===== src/rtl/matrix_pkg.sv =====
// Shared definitions for the LED matrix display path: scan geometry, colour bit
// positions, and the state encodings of both frame-RAM clients.
package matrix_pkg;

   localparam int MATRIX_ROWS = 8;
   localparam int MATRIX_COLS = 32;
   localparam int ROW_W       = $clog2(MATRIX_ROWS);
   localparam int COL_W       = $clog2(MATRIX_COLS);
   localparam int PAGE_W      = 2;

   localparam int RGB_R_BIT = 2;
   localparam int RGB_G_BIT = 1;
   localparam int RGB_B_BIT = 0;

   typedef enum logic [2:0] {
      IDLE    = 3'd0,
      FETCH   = 3'd1,
      DATA    = 3'd2,
      CLK_HI  = 3'd3,
      BLANK   = 3'd4,
      LATCH   = 3'd5,
      DISPLAY = 3'd6
   } scan_state_t;

   // number_writer sequencer states (write side of the same frame RAM)
   typedef enum logic [1:0] {
      NW_IDLE  = 2'd0,
      NW_CLEAR = 2'd1,
      NW_WRITE = 2'd2,
      NW_DONE  = 2'd3
   } writer_state_t;

endpackage


===== src/rtl/frame_scanner_concat.sv =====
// Forms a frame RAM address from page offset, row and column fields.
module frame_scanner_concat #(
   parameter int OFFSET_W = 2,
   parameter int ROW_W    = 3,
   parameter int COL_W    = 5,
   parameter int ADDR_W   = 10
) (
   input  logic [OFFSET_W-1:0] i_offset,
   input  logic [ROW_W-1:0]    i_row,
   input  logic [COL_W-1:0]    i_col,
   output logic [ADDR_W-1:0]   o_addr
);

   assign o_addr = ADDR_W'({i_offset, i_row, i_col});

endmodule


===== src/rtl/frame_scanner.sv =====
// Reads one page of the frame RAM row by row, shifts each row into the matrix
// column drivers, latches it and holds it lit for HOLD_CYCLES.
module frame_scanner
   import matrix_pkg::*;
#(
   parameter int HOLD_CYCLES = 1024,
   parameter int DATA_W      = 32,
   parameter int ADDR_W      = 10
) (
   input  logic              clk,
   input  logic              rst,
   input  logic              enable,
   input  logic [PAGE_W-1:0] page,
   input  logic [DATA_W-1:0] rd_data,
   output logic [ADDR_W-1:0] rd_addr,
   output logic              rd_en,
   output logic              r,
   output logic              g,
   output logic              b,
   output logic              sclk,
   output logic              lat,
   output logic              oe_n,
   output logic [ROW_W-1:0]  row_sel,
   output logic              frame_done,
   output logic              busy
);

   localparam int HOLD_W = (HOLD_CYCLES > 1) ? $clog2(HOLD_CYCLES) : 1;
   localparam logic [HOLD_W-1:0] HOLD_LAST = HOLD_W'(HOLD_CYCLES - 1);
   localparam logic [ROW_W-1:0]  ROW_LAST  = ROW_W'(MATRIX_ROWS - 1);
   localparam logic [COL_W-1:0]  COL_LAST  = COL_W'(MATRIX_COLS - 1);

   scan_state_t       r_state;
   logic [ROW_W-1:0]  r_row;
   logic [COL_W-1:0]  r_col;
   logic [PAGE_W-1:0] r_page_q;
   logic [HOLD_W-1:0] r_hold;

   logic [ADDR_W-1:0] r_rd_addr;
   logic              r_rd_en;
   logic              r_red;
   logic              r_grn;
   logic              r_blu;
   logic              r_sclk;
   logic              r_lat;
   logic              r_oe_n;
   logic [ROW_W-1:0]  r_row_sel;
   logic              r_frame_done;
   logic              r_busy;

   scan_state_t       w_state_next;
   logic [ROW_W-1:0]  w_row_next;
   logic [COL_W-1:0]  w_col_next;
   logic [PAGE_W-1:0] w_page_next;
   logic [HOLD_W-1:0] w_hold_next;
   logic              w_frame_end;
   logic [ADDR_W-1:0] w_addr_next;
   logic              w_unused;

   // Only the low colour bits of each word drive the matrix.
   assign w_unused = ^rd_data;

   always_comb begin
      w_state_next = r_state;
      w_row_next   = r_row;
      w_col_next   = r_col;
      w_page_next  = r_page_q;
      w_hold_next  = r_hold;
      w_frame_end  = 1'b0;
      case (r_state)
         IDLE: begin
            if (enable) begin
               w_page_next  = page;
               w_row_next   = '0;
               w_col_next   = '0;
               w_state_next = FETCH;
            end
         end
         FETCH:  w_state_next = DATA;
         DATA:   w_state_next = CLK_HI;
         CLK_HI: begin
            if (r_col == COL_LAST) begin
               w_col_next   = '0;
               w_state_next = BLANK;
            end else begin
               w_col_next   = r_col + COL_W'(1);
               w_state_next = FETCH;
            end
         end
         BLANK:  w_state_next = LATCH;
         LATCH: begin
            w_hold_next  = '0;
            w_state_next = DISPLAY;
         end
         DISPLAY: begin
            if (r_hold == HOLD_LAST) begin
               w_hold_next = '0;
               if (r_row != ROW_LAST) begin
                  w_row_next   = r_row + ROW_W'(1);
                  w_state_next = FETCH;
               end else begin
                  w_row_next  = '0;
                  w_frame_end = 1'b1;
                  if (enable) begin
                     w_page_next  = page;
                     w_state_next = FETCH;
                  end else begin
                     w_state_next = IDLE;
                  end
               end
            end else begin
               w_hold_next = r_hold + HOLD_W'(1);
            end
         end
         default: w_state_next = IDLE;
      endcase
   end

   frame_scanner_concat #(
      .OFFSET_W (PAGE_W),
      .ROW_W    (ROW_W),
      .COL_W    (COL_W),
      .ADDR_W   (ADDR_W)
   ) u_addr_concat (
      .i_offset (w_page_next),
      .i_row    (w_row_next),
      .i_col    (w_col_next),
      .o_addr   (w_addr_next)
   );

   // Outputs are registered from the next state so they line up with the state they describe.
   always_ff @(posedge clk or negedge rst) begin
      if (!rst) begin
         r_state      <= IDLE;
         r_row        <= '0;
         r_col        <= '0;
         r_page_q     <= '0;
         r_hold       <= '0;
         r_rd_addr    <= '0;
         r_rd_en      <= 1'b0;
         r_red        <= 1'b0;
         r_grn        <= 1'b0;
         r_blu        <= 1'b0;
         r_sclk       <= 1'b0;
         r_lat        <= 1'b0;
         r_oe_n       <= 1'b1;
         r_row_sel    <= '0;
         r_frame_done <= 1'b0;
         r_busy       <= 1'b0;
      end else begin
         r_state      <= w_state_next;
         r_row        <= w_row_next;
         r_col        <= w_col_next;
         r_page_q     <= w_page_next;
         r_hold       <= w_hold_next;
         r_rd_en      <= (w_state_next == FETCH);
         r_sclk       <= (w_state_next == CLK_HI);
         r_lat        <= (w_state_next == LATCH);
         r_frame_done <= w_frame_end;
         r_busy       <= (w_state_next != IDLE);
         if (w_state_next == FETCH) begin
            r_rd_addr <= w_addr_next;
         end
         if (r_state == DATA) begin
            r_red <= rd_data[RGB_R_BIT];
            r_grn <= rd_data[RGB_G_BIT];
            r_blu <= rd_data[RGB_B_BIT];
         end
         if (w_state_next == LATCH) begin
            r_row_sel <= r_row;
         end
         // Shifting states leave oe_n alone so the previous row stays lit.
         case (w_state_next)
            IDLE, BLANK, LATCH: r_oe_n <= 1'b1;
            DISPLAY:            r_oe_n <= 1'b0;
            default:            r_oe_n <= r_oe_n;
         endcase
      end
   end

   assign rd_addr    = r_rd_addr;
   assign rd_en      = r_rd_en;
   assign r          = r_red;
   assign g          = r_grn;
   assign b          = r_blu;
   assign sclk       = r_sclk;
   assign lat        = r_lat;
   assign oe_n       = r_oe_n;
   assign row_sel    = r_row_sel;
   assign frame_done = r_frame_done;
   assign busy       = r_busy;

endmodule


===== config.mk =====
export PLATFORM = sky130hd
export DESIGN_NAME = frame_scanner
export DESIGN_NICKNAME = d
export VERILOG_FILES = /design/src/rtl/matrix_pkg.sv /design/src/rtl/frame_scanner_concat.sv /design/src/rtl/frame_scanner.sv
export SDC_FILE = /design/constraint.sdc
export NUM_CORES = 1
export LEC_CHECK = 0
export BUFFER_PORTS_ARGS = -buffer_cell sky130_fd_sc_hd__buf_2
export CORE_MARGIN = 5
export CORE_UTILIZATION = 30
export CTS_CLUSTER_DIAMETER = 120
export CTS_CLUSTER_SIZE = 14
export DETAILED_ROUTE_END_ITERATION = 10
export GPL_ROUTABILITY_DRIVEN = 1
export SKIP_CTS_REPAIR_TIMING = 1
export SYNTH_ARGS = -nofsm -noshare
export SYNTH_HDL_FRONTEND = slang
export SYNTH_SLANG_ARGS = --single-unit

===== constraint.sdc =====
create_clock -name clk -period 2 [get_ports clk]
set_input_delay 0.4 -clock clk [delete_from_list [all_inputs] [get_ports clk]]
set_output_delay 0.4 -clock clk [all_outputs]
set_load 0.03 [all_outputs]

# Yosys cells after proc, flatten, opt, wreduce, memory -nomap -nowiden
# Index checks and enable logic that the tools add are counted.
# totals
register_bits,45
inputBits,37
output_inout_bits,22
word_cells,62
# classes
addsub,3
n_eq_ne,14
mux,23
n_reduce_logical,6
# ops
cell,count
$pmux W3 S7,1
$pmux W10 S2,1
$eq A3 B3 Y1 const B,6
$mux W3,6
$add A10 B1 Y10 const B,1
$eq A10 B10 Y1 const B,1
$mux W10,1
$mux W5,2
$pmux W5 S2,1
$eq A3 B2 Y1 const B,3
$eq A3 B1 Y1 const B,2
$logic_not A3 Y1,2
$mux W2,3
$pmux W3 S2,1
$add A5 B1 Y5 const B,1
$eq A5 B5 Y1 const B,1
$mux W1,5
$pmux W2 S2,1
$reduce_bool A2 Y1,2
$add A3 B1 Y3 const B,1
$ne A3 B3 Y1 const B,1
$reduce_bool A3 Y1,1
$reduce_or A3 Y1,1
$pmux W1 S2,1

# Longest topological paths before layout
# Gate-level depths: netlist of the first run.
# depth
ltp_word,7
ltp_mapped,9

# Modules after synthesis
# Synthesis of the first run repeated with hierarchy kept, for this count alone.
# unflattened
cells_unflattened,190
area_unflattened_um2,2164.6
# by_module_without_submodules
mod,instances,cells_each,area_per_inst_um2
frame_scanner,1,180,2089.5
frame_scanner_concat,1,10,75.1

# Least setup slack after synthesis of the first run
# No wires, ideal clock.
# synth_path
kind,register to register
start,register r_col[0]
end,register r_rd_addr[1] (netlist: rd_addr[1])
setup_ns,0.125
arrival_time_ns,1.916
t_required_ns,1.875
path_slack_ns,-0.041
stages_incl_launch_ff,9
path_buffers,1
path_cell_list,dfrtp_1 ha_1 and3_1 ha_1 o21ai_0 a32o_2 and2_4 buf_8 mux2_4
# synth_between
elab_chain_len,4
# synth_rtl
item,line,rtl
from (decl),frame_scanner.sv:35,logic [COL_W-1:0] r_col;
from (signal assigned),frame_scanner.sv:153,r_col <= w_col_next;
$eq A5 B5 Y1,frame_scanner.sv:82,if (r_col == COL_LAST) begin
$mux W3,frame_scanner.sv:82,
$pmux W3 S7,frame_scanner.sv:70,case (r_state)
net w_state_next[0],frame_scanner.sv:51,scan_state_t w_state_next;
$eq A3 B1 Y1,frame_scanner.sv:161,if (w_state_next == FETCH) begin
to (signal assigned),frame_scanner.sv:162,r_rd_addr <= w_addr_next;
to (decl),frame_scanner.sv:39,logic [ADDR_W-1:0] r_rd_addr;
# The timed path passes the listed nets, and every way through them passes these cells.
# A chain may end at the register's enable or synchronous reset.

# Worst setup path after layout of the first run
# layout_path
start,register r_col[0]
end,register r_rd_addr[1] (netlist: rd_addr[1])
# layout_between
elab_chain_len,4
# layout_rtl
item,line
$eq A5 B5 Y1,frame_scanner.sv:82
$mux W3,frame_scanner.sv:82
$pmux W3 S7,frame_scanner.sv:70
$eq A3 B1 Y1,frame_scanner.sv:161
# Parallel ways exist; a longest one is shown, timed or not.

==> results of run 1 <==
-- sequential cells by signal, summed over array words and instances, names as in the netlist, 2 cells and up --
name / flops
r_page_q: 2
r_row: 3
rd_addr: 10
r_state: 3
r_hold: 10
row_sel: 3
r_col: 5
-- where the power goes --
group / switching, W / internal [W] / leakage [nW]
clock network: 0.000305 / 0.000375 / 0.0554
logic: 0.000877 / 0.000755 / 0.695
registers: 0.000170 / 0.00114 / 0.586
total: 0.00135 / 0.00227 / 1.34
-- routing by layer --
metal | global-route usage | up-vias | routed length [um]
met5 | 0 | - | 0
met4 | 0.0415 | 0 | 67
met3 | 0.0297 | 6 | 204
met2 | 0.170 | 39 | 2380
met1 | 0.162 | 865 | 2520
li1 | - | 847 | -
-- layout make-up --
class | instances | area share
flip-flops and latches | 45 | 0.396
multi-input cells | 139 | 0.383
repair buffers | 60 | 0.133
well taps | 99 | 0.0435
clock buffers | 6 | 0.0255
clock inverters | 2 | 0.0136
inverters | 4 | 0.00527
-- cells in the final DEF (no fill, tap or decap), types with 2 or more instances in the layout --
master	n
a21o_1	2
a21oi_1	4
a221o_1	3
a22oi_1	2
a311o_1	2
a31oi_1	4
and2_1	4
and2_4	2
and4_4	2
buf_2	29
buf_4	31
clkbuf_8	5
dfrtp_1	43
ha_1	3
inv_1	4
mux2_2	6
mux2_4	10
nand2_1	11
nand2b_1	3
nand3_1	3
nand4_1	6
nor2_1	11
nor2b_1	8
nor3_1	2
o21ai_0	10
o21ai_1	5
o21ai_2	2
o22ai_1	3
o2bb2ai_1	2
o31ai_1	3
o41ai_1	2
-- final timing paths --
kind                       slack [ns]        from          to  cells past startpoint
min in group clk                 0.33  rd_data[1]           g                      2
min                              0.04         rst  rd_addr[2]                      1
min reg2reg                      0.51           g           g                      1
max reg2reg                      0.01    r_col[0]  rd_addr[1]                      8
max in group asynchronous        1.34         rst        oe_n                      2
max                              0.01    r_col[0]  rd_addr[1]                      8
-- stage by stage --
stage	utilization	area (um2)
5_1_grt	0.395	2850
3_3_place_gp	0.367	2650
3_5_place_dp	0.367	2650
6_report	0.395	2850
2_1_floorplan	-	2220
4_1_cts	0.383	2760
-- kinds of logic after synthesis --
group           synth area share
simple gates               0.169
flops                      0.508
mux                        0.101
buf+inv                   0.0333
fa+ha+maj                 0.0282
compound gates             0.156
xor+xnor                 0.00395
==> results.md, run 1 <==
- Starting density of the core: 0.307
- Number of detailed-route iterations in the first pass: 4
- Cell Area, Synth: approximately 2200 um2
- Clk buf depth: 2
- Worst-Skew Late Latency: 0.30 ns
- Site Rows: 31
- Top post-synthesis cells by count: dfrtp_1, o21ai_0, nand2_1, nor2_1, mux2_4
- CTS tree: yes
- Status: completed
- Final worst setup slack: 0.0123 ns
- Final ANT Viol Nets: 0
- Synthesized instance count: 196
- CTS root buf: clkbuf_8
- Slew Limit Fails: 0
- Leading area contributor after synthesis: dfrtp_1
- Total power: 0.00362 W
- CP Cell Sequence: ha_2, and3_4, ha_4, nand2b_1, a31oi_1, o21ai_2, and2_4, mux2_4
- Pleak: around 1.3 nW
- Peak Freq: 503 MHz
- Number of nets in the layout: between 200 and 300
- I/O pin cnt: roughly 60
- Clock Sinks: 45
- Min Clock Period, post-route: 1.99 ns
- Syn nets: between 200 and 250
- Ys flop type: dfrtp_1
- Clock Skew: 0.00757 ns
- Vias per cell: 4.95
- GR Util All Layers: 0.115
- Cell Count Post-Placement: 344
- Drt wl/cell: 14.6 um
- Synth warn: 0
- Gr ovfl total: 0
- Num CTS Buffers: 5
- Die footprint: about 9200 um2
- Final Hold Fails: 0
- H-Tree Depth: 2
- Number of global-route vias before repair: ~1,800
- Number of synthesized flops with an enable pin: 0
- Placer Congestion: 0.746
- Port Buffer Count: 29
- Fin crit share: 0.994
- Share of flip-flops with an asynchronous set or reset: 1.00
- Ant. Diodes: 0
- Delay-heaviest family, CP: simple AND/OR/NAND/NOR gates
- Post-place setup slack: -0.0858 ns
- Most frequent cell after synthesis: dfrtp_1
- CP endpoint kind: register
- FF+latch area: 1130 um2
- First-pass GRT wire length: around 8200 um
- Max IR drop VDD: 0.000467 V
- Synth Area per Inst: 11.3 um2
- Unrepaired setup endpoints after global routing: yes
- CP max stage delay: 0.42 ns
- Synth Register Bits: 45
- Max-cap violations: 0
- Crit Path Class: reg2reg
- Post-synth top area share: 0.497
- Area Overhead vs Synth: 28.5%
- Synth area leaders: dfrtp_1, mux2_4, o21ai_0
- Final TNS setup: 0 ns
- Final cell count without fillers: 355
- Via count: 1,757
- Detailed-route DRC error count: 0
- Placeable core area: around 7200 um2
- DP HPWL: 3570 um
- CP Launch Type: register
- Crit-path slowest cell: dfrtp_1
- PD cells: 1270 nW/um2
- CP bufs+invs: 0
- Critical path arrival: about 2.2 ns
- Multi-input gate area: approximately 1100 um2
- Die height: ~96 um
- Sequential share of the synthesized area: 0.508
- Die Wd: ~96 um
- Min-delay worst type: in2async
- Largest net degree at the start of global routing: 22
- Slew HR: 0.696
- Measured slew at the worst slew-check pin: between 0.4 and 0.5 ns
- Clk slew on worst S/H paths: 0.09 ns
- WP data required: 2.19 ns
- CP max FO: 6
- Layout cells sized above 1: 0.402
- Setup violators final: 0
- Fillers: 728
- Initial antenna violation count: 0
- Yosys cell types: 50
- DR iter-0 viols: 109
- Detailed Route WL: 5170 um
- WHS: 0.0404 ns
No activity file was read; power rests on OpenSTA's default activity.
==> inputs of run 2 (changes only) <==
Settings changed: CORE_UTILIZATION 30 to 44, GPL_ROUTABILITY_DRIVEN 1 to not set, PLACE_DENSITY set to 0.71.
Clock period 2 ns to 1.8 ns, I/O delays scaled along.
==> run 2 against run 1 <==
Compared with the run above: the run now ends with negative setup slack left; largest cell class unchanged; critical path depth stayed put; flip-flop and latch count stayed put; clock power is 18% higher; core utilization is 22 points higher; first-iteration DRC count is 23% higher; sequential power is 8% higher; die area is 29% lower; power is 17% higher; highest routed layer unchanged; sequential share of layout area is 1.7 points lower; via count is 1.6% higher; clock skew is 0.0044 ns lower; global-route usage is 5.0 points higher.
==> results.md, run 2 (same netlist as run 1, synthesis figures left out) <==
- Detailed-route DRC error count: 0
- Hold depth: 2
- DP HPWL: 3560 um
- Critical hold path startpoint: rd_data[2]
- Reg2Reg Launch Point: r_col[0]
- FF-to-FF End: rd_addr[4]
- Gr ovfl total: 0
- Total power: 0.00424 W
- Layout cells sized above 1: 0.436
- Max-cap violations: 0
- Number of nets in the layout: 316
- Crit-path slowest cell: dfrtp_1
- CP Launch Type: register
- Post-place setup slack: -0.233 ns
- Sequential fraction of design power: 0.336
- Clock Sinks: 45
- Max IR drop VDD: around 0.00064 V
- Net Sw Frac: 0.362
- Vias per cell: 5.22
- H-Tree Depth: 2
- Internal power: 0.00270 W
- Peak Freq: approximately 500 MHz
- Number of global-route vias before repair: 1,743
- NetSw: between 0.0015 and 0.002 W
- Port Buffer Count: 29
- Failing checks: negative setup slack
- Final worst setup slack: -0.194 ns
- Measured slew at the worst slew-check pin: approximately 0.35 ns
- Slew Limit Fails: 0
- Min-delay worst type: in2reg
- Via count: 1,785
- PD cells: between 1000 and 1500 nW/um2
- CTS tree: yes
- CTS root buf: clkbuf_8
- Worst Reg-to-Reg Cells: 8
- Die footprint: 6560 um2
- DR iter-0 viols: ~130
- Num CTS Buffers: 5
- Status: complete, but fails checks
- Final cell count without fillers: 342
- Leading cell type in the layout, fill and taps excluded: buf_4
- Drt wl/cell: 14.7 um
- CP max FO: 6
- Worst Hold Path EP: r
- Fin crit share: 1.11
- Area Overhead vs Synth: 34.0%
- Final Hold Fails: 0
- CP max stage delay: 0.38 ns
- Min Clock Period, post-route: around 2.0 ns
- Final ANT Viol Nets: 0
- Placer Congestion: 0.813
- Setup violators final: 10
- Number of detailed-route iterations in the first pass: 4
- GR Util All Layers: 0.165
- Util after Layout: 0.617
- Crit Path Class: reg2reg
- Cell Count Post-Placement: 326
- Slew HR: 0.763
- Critical path arrival: 2.18 ns
- Post-DP Area: 2750 um2
- WP data required: 1.99 ns
- Logic pwr share: 0.474
- Ant. Diodes: 0
- Cell area after layout: 2970 um2
- Most frequent cells in the layout: buf_4, dfrtp_1, buf_2
- Die height: 81.0 um
- CP endpoint kind: register
- Pleak: 1.44 nW
- Fillers: 415
- I/O pin cnt: 59
- Clk slew on worst S/H paths: 0.09 ns
- Detailed Route WL: 5010 um
- Worst-Skew Late Latency: 0.30 ns
- Reg2reg setup slack: -0.19 ns
- Largest net degree at the start of global routing: 23
- Clock network fraction of design power: 0.190
- Site Rows: 25
- Placeable core area: 4820 um2
- Clock Skew: approximately 0.0032 ns
- Die Wd: 81.0 um
- First-pass GRT wire length: 8340 um
- CP Cell Sequence: ha_2, and3_4, ha_4, o21ai_2, a32o_2, and2_4, buf_12, mux2_4
- Unrepaired setup endpoints after global routing: yes
- Clk buf depth: 2
- Initial antenna violation count: 0
- Starting density of the core: 0.460
## run 2: power by group through the flow
stage / logic [W] / clock network (W) / registers [W]
floorplan: 0.000952 / 0 / 0.00169
global placement: 0.00173 / 0 / 0.00142
detailed placement: 0.00177 / 0 / 0.00144
CTS: 0.00179 / 0.000818 / 0.00143
global route: 0.00218 / 0.000862 / 0.00145
finish: 0.00201 / 0.000805 / 0.00142
## run 2: metal layers
layer / routed length (um) / share of wire / global-route usage
met1: 2380 / 0.48 / 0.233
met2: 2310 / 0.46 / 0.247
met3: 237 / 0.047 / 0.0388
met4: 78 / 0.016 / 0.0574
met5: 0 / 0 / 0
## run 2: area by class of cell
class,count,area [um2],area share
inverters,4,15.0,0.00505
repair buffers,80,556,0.187
clock inverters,2,37.5,0.0126
multi-input cells,138,1070,0.360
well taps,67,83.8,0.0282
clock buffers,6,82.6,0.0278
flip-flops and latches,45,1130,0.379
## run 2: critical path, delay by kind of cell, from the launching register on
kind,cells,cell delay [ns]
fa+ha+maj,2,0.36
buf+inv,1,0.14
flops,1,0.38
compound gates,2,0.34
mux,1,0.29
simple gates,2,0.38
## run 2: worst max-delay path by stage
stage,end,slack (ns),cells after the start,start
after floorplan,rd_addr[1],-0.12,7,r_hold[0]
after global routing,rd_addr[2],-0.24,9,r_col[0]
after CTS,rd_addr[0],-0.26,6,r_hold[1]
after global placement,rd_addr[0],-0.22,6,r_hold[0]
after detailed placement,rd_addr[0],-0.23,6,r_hold[1]
final,rd_addr[4],-0.19,8,r_col[0]
## run 2: per-stage QoR
stage	setup TNS [ns]	hold slack [ns]
after floorplan	-1.06	0.0644
after global placement	-1.89	0.283
after detailed placement	-1.96	0.290
after CTS	-2.20	-0.0380
after global routing	-2.27	0.282
final	-1.76	0.289
